==> src/rtl/eth_frame_swap.sv <==
// eth_frame_swap: loopback header rewriter (MAC swap, IPv4 TCP/UDP classification); ETH_FRAME_SWAP_L3L4_EN adds IP/port swap
module eth_frame_swap #(
  parameter int C_CNT_WIDTH = 16
) (
  input  logic       clk,
  input  logic       rst_n,
  input  logic       enable,
  input  logic [7:0] s_axis_tdata,
  input  logic       s_axis_tuser,
  input  logic       s_axis_tlast,
  input  logic       s_axis_tvalid,
  output logic [7:0] m_axis_tdata,
  output logic [1:0] m_axis_tuser,
  output logic       m_axis_tlast,
  output logic       m_axis_tvalid,
  output logic       drop_pulse
);
  typedef enum logic [2:0] {IDLE, FILL, STREAM, FLUSH, DROP} state_t;
  localparam logic [C_CNT_WIDTH-1:0] CNT_MAX = '1;
  state_t state, state_n;
  logic [7:0] d [12];
  logic [7:0] stash [6];
  logic [C_CNT_WIDTH-1:0] cnt;
  logic [5:0] pos;
  logic [3:0] rem, base;
  logic short_f, en_r, err, cls, drop_pend;
  logic acc, emit, sw, cls_ok, dp_n, hit;
  logic [7:0] mac, obyte;

  function automatic logic [7:0] pick(input logic [7:0] v [12], input logic [4:0] i);
    return (i < 5'd12) ? v[i[3:0]] : 8'h00;
  endfunction

  // frame sequencing: fill the delay line, stream, drain, discard overlapping frames
  always_comb begin
    state_n = state;
    acc = s_axis_tvalid && (state == IDLE || state == FILL || state == STREAM);
    dp_n = (state == FLUSH && s_axis_tvalid) ? !s_axis_tlast : drop_pend;
    hit = state == FLUSH && s_axis_tvalid && !drop_pend;
    case (state)
      IDLE:    if (s_axis_tvalid) state_n = s_axis_tlast ? FLUSH : FILL;
      FILL:    if (s_axis_tvalid) state_n = s_axis_tlast ? FLUSH : (cnt == C_CNT_WIDTH'(11) ? STREAM : FILL);
      STREAM:  if (s_axis_tvalid && s_axis_tlast) state_n = FLUSH;
      FLUSH:   if (rem == 4'd1) state_n = dp_n ? DROP : IDLE;
      DROP:    if (s_axis_tvalid && s_axis_tlast) state_n = IDLE;
      default: state_n = IDLE;
    endcase
  end

  // output byte select; base points at the oldest unsent byte while draining
  always_comb begin
    emit = (state == STREAM && s_axis_tvalid) || state == FLUSH;
    base = (state == FLUSH) ? 4'd12 - rem : 4'd0;
    sw = en_r && !short_f;
    cls_ok = cls && cnt >= C_CNT_WIDTH'(38);
    mac = (sw && pos < 6'd6) ? pick(d, 5'(base) + 5'd6)
        : (sw && pos < 6'd12) ? stash[3'(pos - 6'd6)]
        : d[base];
`ifdef ETH_FRAME_SWAP_L3L4_EN
    obyte = !(sw && cls_ok) ? mac
          : (pos >= 6'd26 && pos < 6'd30) ? pick(d, 5'(base) + 5'd4)
          : (pos >= 6'd30 && pos < 6'd34) ? stash[3'(pos - 6'd30)]
          : (pos >= 6'd34 && pos < 6'd36) ? pick(d, 5'(base) + 5'd2)
          : (pos >= 6'd36 && pos < 6'd38) ? stash[3'(pos - 6'd36)]
          : mac;
`else
    obyte = mac;
`endif
  end

  // state register
  always_ff @(posedge clk or negedge rst_n) begin
    if (!rst_n) state <= IDLE;
    else state <= state_n;
  end

  // delay line, stash, frame bookkeeping and registered outputs
  always_ff @(posedge clk or negedge rst_n) begin
    if (!rst_n) begin
      for (int i = 0; i < 12; i++) d[i] <= 8'h00;
      for (int i = 0; i < 6; i++) stash[i] <= 8'h00;
      cnt <= '0;
      pos <= '0;
      rem <= '0;
      short_f <= 1'b0;
      en_r <= 1'b0;
      err <= 1'b0;
      cls <= 1'b0;
      drop_pend <= 1'b0;
      m_axis_tdata <= 8'h00;
      m_axis_tuser <= 2'b00;
      m_axis_tlast <= 1'b0;
      m_axis_tvalid <= 1'b0;
      drop_pulse <= 1'b0;
    end else begin
      m_axis_tvalid <= emit;
      m_axis_tdata <= emit ? obyte : 8'h00;
      m_axis_tlast <= state == FLUSH && rem == 4'd1;
      m_axis_tuser <= emit ? {cls_ok, err | (short_f && state == FLUSH && rem == 4'd1)} : 2'b00;
      drop_pulse <= hit;
      if (acc) begin
        for (int i = 0; i < 11; i++) d[i] <= d[i + 1];
        d[11] <= s_axis_tdata;
        cnt <= (state == IDLE) ? C_CNT_WIDTH'(1) : (cnt == CNT_MAX) ? cnt : cnt + C_CNT_WIDTH'(1);
        err <= (state != IDLE && err) || s_axis_tuser;
      end
      if (state == IDLE && s_axis_tvalid) begin
        en_r <= enable;
        cls <= 1'b0;
        pos <= '0;
        short_f <= s_axis_tlast;
        rem <= 4'd1;
        drop_pend <= 1'b0;
      end
      if (state == FILL && s_axis_tvalid && s_axis_tlast) begin
        short_f <= cnt != C_CNT_WIDTH'(11);
        rem <= 4'(cnt) + 4'd1;
      end
      if (state == STREAM && s_axis_tvalid && s_axis_tlast) rem <= 4'd12;
      if (state == FLUSH) begin
        rem <= rem - 4'd1;
        drop_pend <= dp_n;
      end
      if (emit) begin
        pos <= (pos == 6'd63) ? pos : pos + 6'd1;
        if (pos < 6'd6) stash[3'(pos)] <= d[base];
        if (pos >= 6'd26 && pos < 6'd30) stash[3'(pos - 6'd26)] <= d[base];
        if (pos == 6'd34 || pos == 6'd35) stash[3'(pos - 6'd34)] <= d[base];
        if (state == STREAM && pos == 6'd12)
          cls <= en_r && d[0] == 8'h08 && d[1] == 8'h00 && d[2] == 8'h45 && (d[8] & 8'h3f) == 8'h00
                 && d[9] == 8'h00 && (d[11] == 8'd6 || d[11] == 8'd17);
      end
    end
  end
endmodule

==> config.mk <==
export PLATFORM = sky130hd
export DESIGN_NAME = eth_frame_swap
export DESIGN_NICKNAME = d
export VERILOG_FILES = /design/src/rtl/eth_frame_swap.sv
export SDC_FILE = /design/constraint.sdc
export NUM_CORES = 1
export LEC_CHECK = 0
export ABC_CLOCK_PERIOD_IN_PS = 4700
export CORE_ASPECT_RATIO = 1.25
export CORE_MARGIN = 1
export CORE_UTILIZATION = 45
export CTS_CLUSTER_DIAMETER = 60
export DETAILED_ROUTE_END_ITERATION = 16
export SLEW_MARGIN = 20
export SYNTH_ARGS = -nofsm -noshare
export SYNTH_HDL_FRONTEND = slang
export SYNTH_SLANG_ARGS = --single-unit
==> constraint.sdc <==
create_clock -name clk -period 4.7 [get_ports clk]
set_input_delay 0.47 -clock clk [delete_from_list [all_inputs] [get_ports clk]]
set_output_delay 0.47 -clock clk [all_outputs]
set_load 0.03 [all_outputs]
==> qor.yml <==
yosys:
  synth-edff-count: 0
  synth_ff_type: "dfrtp_1"
  synth_cell_types: 76
  synthTopCellsByArea: "dfrtp_1 45%, nand2_1 13%, mux2i_1 6.0%"
  yosysSeqAreaShare_pct: 45.1
  synth_top_cell_by_area: "dfrtp_1"
  postSynth.asyncResetShare_pct: 100
  yosys_warnings: 0
  netlist.area_leader.share_pct: 45.1
  syn-instance-count: 1158
  syn_avg_cell_area_um2: 9.15
  synth_seq_cells: 191
  synth_area_mm2: 0.0106
  syn_nets: 1185
min_path:
  hold_class: "primary input to async pin"
pwr:
  p_total_w: 0.00947
  ir_drop_mv: 0.620
  p_leak_nw: 5.43
  power_density_mw_per_mm2: 811
worst_setup_path:
  crit_required_ns: 5.07
  r2r_cells: 11
  reg2reg_setup_slack_ns: 0.91
  cp-start-kind: "flip-flop"
  critPathMaxFanout: 17
  worstSetupPathType: "flip-flop to flip-flop"
  r2r_end: "m_axis_tdata[0]"
  worstPathArrival_ns: 4.17
  r2r_start: "rem[1]"
  critPathCaptureType: "flip-flop"
clock_tree:
  cts-buffers-inserted: 17
  clock_latency_ns: 0.45
  cts_buffer_depth: 2
  clock-sinks: 191
  root_buffer: "clkbuf_16"
  htreeDepth: 4
  cts.clk_slew.worst_paths_ns: 0.07
  cts_resized: 0
  post_cts_buffers: 0
  cts_hold_buf: 0
  cts_tree: "done"
die:
  placeableCoreArea_mm2: 0.0230
  io_pins: 27
  rows: 62
  die_width_um: 139
  die-area_mm2: 0.0242
  die_h_um: 174
  start_util_pct: 46.0
sta:
  rsz0062_at_grt: "no"
  hold_viol: 0
  timing.slew.headroom_pct: 32.6
  skew_ns: 0.0160
  fin_crit_sh_pct: 80.7
  finalSetupTns_ns: 0
  worst_pin_slew_ns: 1.00
  period_needed_ns: 3.79
  maxSlewViolCount: 0
  setup_viol: 0
  fmax_mhz: 264
grt:
  antenna_found_initial: 0
  overflow: 0
  grt_pass1_wl_um: 45300
  grt_util_all_layers_pct: 24.0
  grt_max_degree: 116
  grt_pass1_vias: 8333
final_layout:
  fin_util_pct: 50.7
  fin_cells: 1454
  fin_nets: 1180
  drive_above_1_share_pct: 11.0
  fillers: 2149
  insertedDiodeCount: 0
  area.growth.synth_to_final_pct: 10.3
drt:
  drc: 2
  dr.pass1.iters: 11
  vias: 8444
  drtIter0Drc: 573
  routedWlPerCell_um: 18.7
  avgViaCountPerCell: 5.81
  ant_nets: 0
  wirelength_um: 27200
placement:
  port_buffers: 26
  place_congestion: 0.852
  dpl.hpwl_um: 18700
  place_inst: 1421
status:
  status: "finished, violations left"
  failed_checks: "DRC"
job:
  cap_violations: 0
[worst max-delay path by stage]
stage,startpoint,to,slack [ns],cells past startpoint
6_report,rem[1],m_axis_tdata[0],0.91,11
5_1_grt,rem[1],m_axis_tdata[1],0.66,11
4_1_cts,rem[1],m_axis_tdata[0],0.94,11
3_5_place_dp,rem[1],m_axis_tdata[0],0.97,11
3_3_place_gp,rem[1],m_axis_tdata[0],1.05,11
2_1_floorplan,rem[0],m_axis_tdata[3],0.61,17
[cells in the final DEF, fill, tap and decap left out, drive strengths merged, types with 5 or more instances in the layout]
cell,synthesis,routed
a21boi,6,6
a21oi,49,49
a22oi,5,5
a2bb2oi,6,6
a31oi,10,10
and2,7,7
and3,5,5
buf,28,20
clkbuf,43,19
clkdlybuf4s50,0,25
clkinv,2,6
dfrtp,191,191
ha,13,13
inv,18,27
mux2,34,34
mux2i,63,63
mux4,21,21
nand2,370,370
nand2b,7,7
nand3,25,25
nand4,14,14
nor2,62,62
nor3,10,10
nor4,8,8
nor4b,7,7
o21a,6,6
o21ai,41,41
o22ai,7,7
or3,10,10
xnor2,5,5
xor2,10,10
[power by group]
group | total, W | internal (W) | switching [W] | leakage, nW
Sequential | 0.00298 | 0.00227 | 0.000707 | 2.49
Combinational | 0.00502 | 0.00201 | 0.00300 | 2.65
Clock | 0.00147 | 0.000762 | 0.000710 | 0.293
Total | 0.00947 | 0.00505 | 0.00442 | 5.43
[cells in the mapped netlist (all sizes together), types with 5 or more instances]
library cell	number
a21boi	6
a21oi	49
a22oi	5
a2bb2oi	6
a31oi	10
and2	7
and3	5
buf	28
clkbuf	43
dfrtp	191
ha	13
inv	18
mux2	34
mux2i	63
mux4	21
nand2	370
nand2b	7
nand3	25
nand4	14
nor2	62
nor3	10
nor4	8
nor4b	7
o21a	6
o21ai	41
o22ai	7
or3	10
xnor2	5
xor2	10
[critical path, cell delays in order, from the launching register on]
cell	delay, ns
dfrtp_1	0.38
inv_1	0.10
ha_1	0.24
xor2_2	0.18
buf_4	0.20
nand2_1	0.08
buf_4	0.21
ha_1	0.74
o21ai_1	0.59
a211oi_2	0.64
a32o_1	0.25
a311o_1	0.12
[sequential cells by signal, indices dropped and copies added, names as in the netlist, 2 cells and up]
name / cells
pos: 6
state: 3
m_axis_tdata: 8
d: 96
rem: 4
cnt: 16
m_axis_tuser: 2
stash: 48
[per-stage QoR]
stage	hold slack [ns]	setup slack (ns)	cell area, um^2
6_report	0.0847	0.906	11700
5_1_grt	0.214	0.660	11700
4_1_cts	0.196	0.944	11700
3_5_place_dp	0.451	0.967	11100
3_3_place_gp	0.455	1.05	11100
2_1_floorplan	0.174	0.610	10600
[cell families (layout without fill, tap and decap cells)]
family                   after synthesis  in the layout  share of synthesized area (%)
adder cells (fa/ha/maj)               13             13                           1.54
AND/OR/NAND/NOR                      544            544                           22.0
AO/OA/AOI/OAI                        186            186                           12.1
multiplexers                         118            118                           14.0
flip-flops                           191            191                           45.1
XOR/XNOR                              15             15                           1.31
buffers and inverters                 91             99                           3.83
[cell type report]
cell class                 count  area [um^2]  share of cell area, %
sequential                   191         4780                   40.9
inverter                      20         75.1                  0.643
tap                          288          360                   3.09
multi-input combinational    876         5430                   46.5
clock buffer                  17          425                   3.64
timing repair buffer          47          434                   3.72
clock inverter                15          170                   1.46
[per-layer routing]
layer | share of wire, % | track usage [%] | vias up | routed length (um)
met1 | 45 | 32.5 | 4169 | 12300
met2 | 47 | 37.9 | 197 | 12800
met3 | 4.3 | 3.87 | 54 | 1180
met5 | 0 | 0 | - | 0
li1 | - | - | 4024 | -
met4 | 3.6 | 10.7 | 0 | 975
No activity file was read; power rests on OpenSTA's default activity.
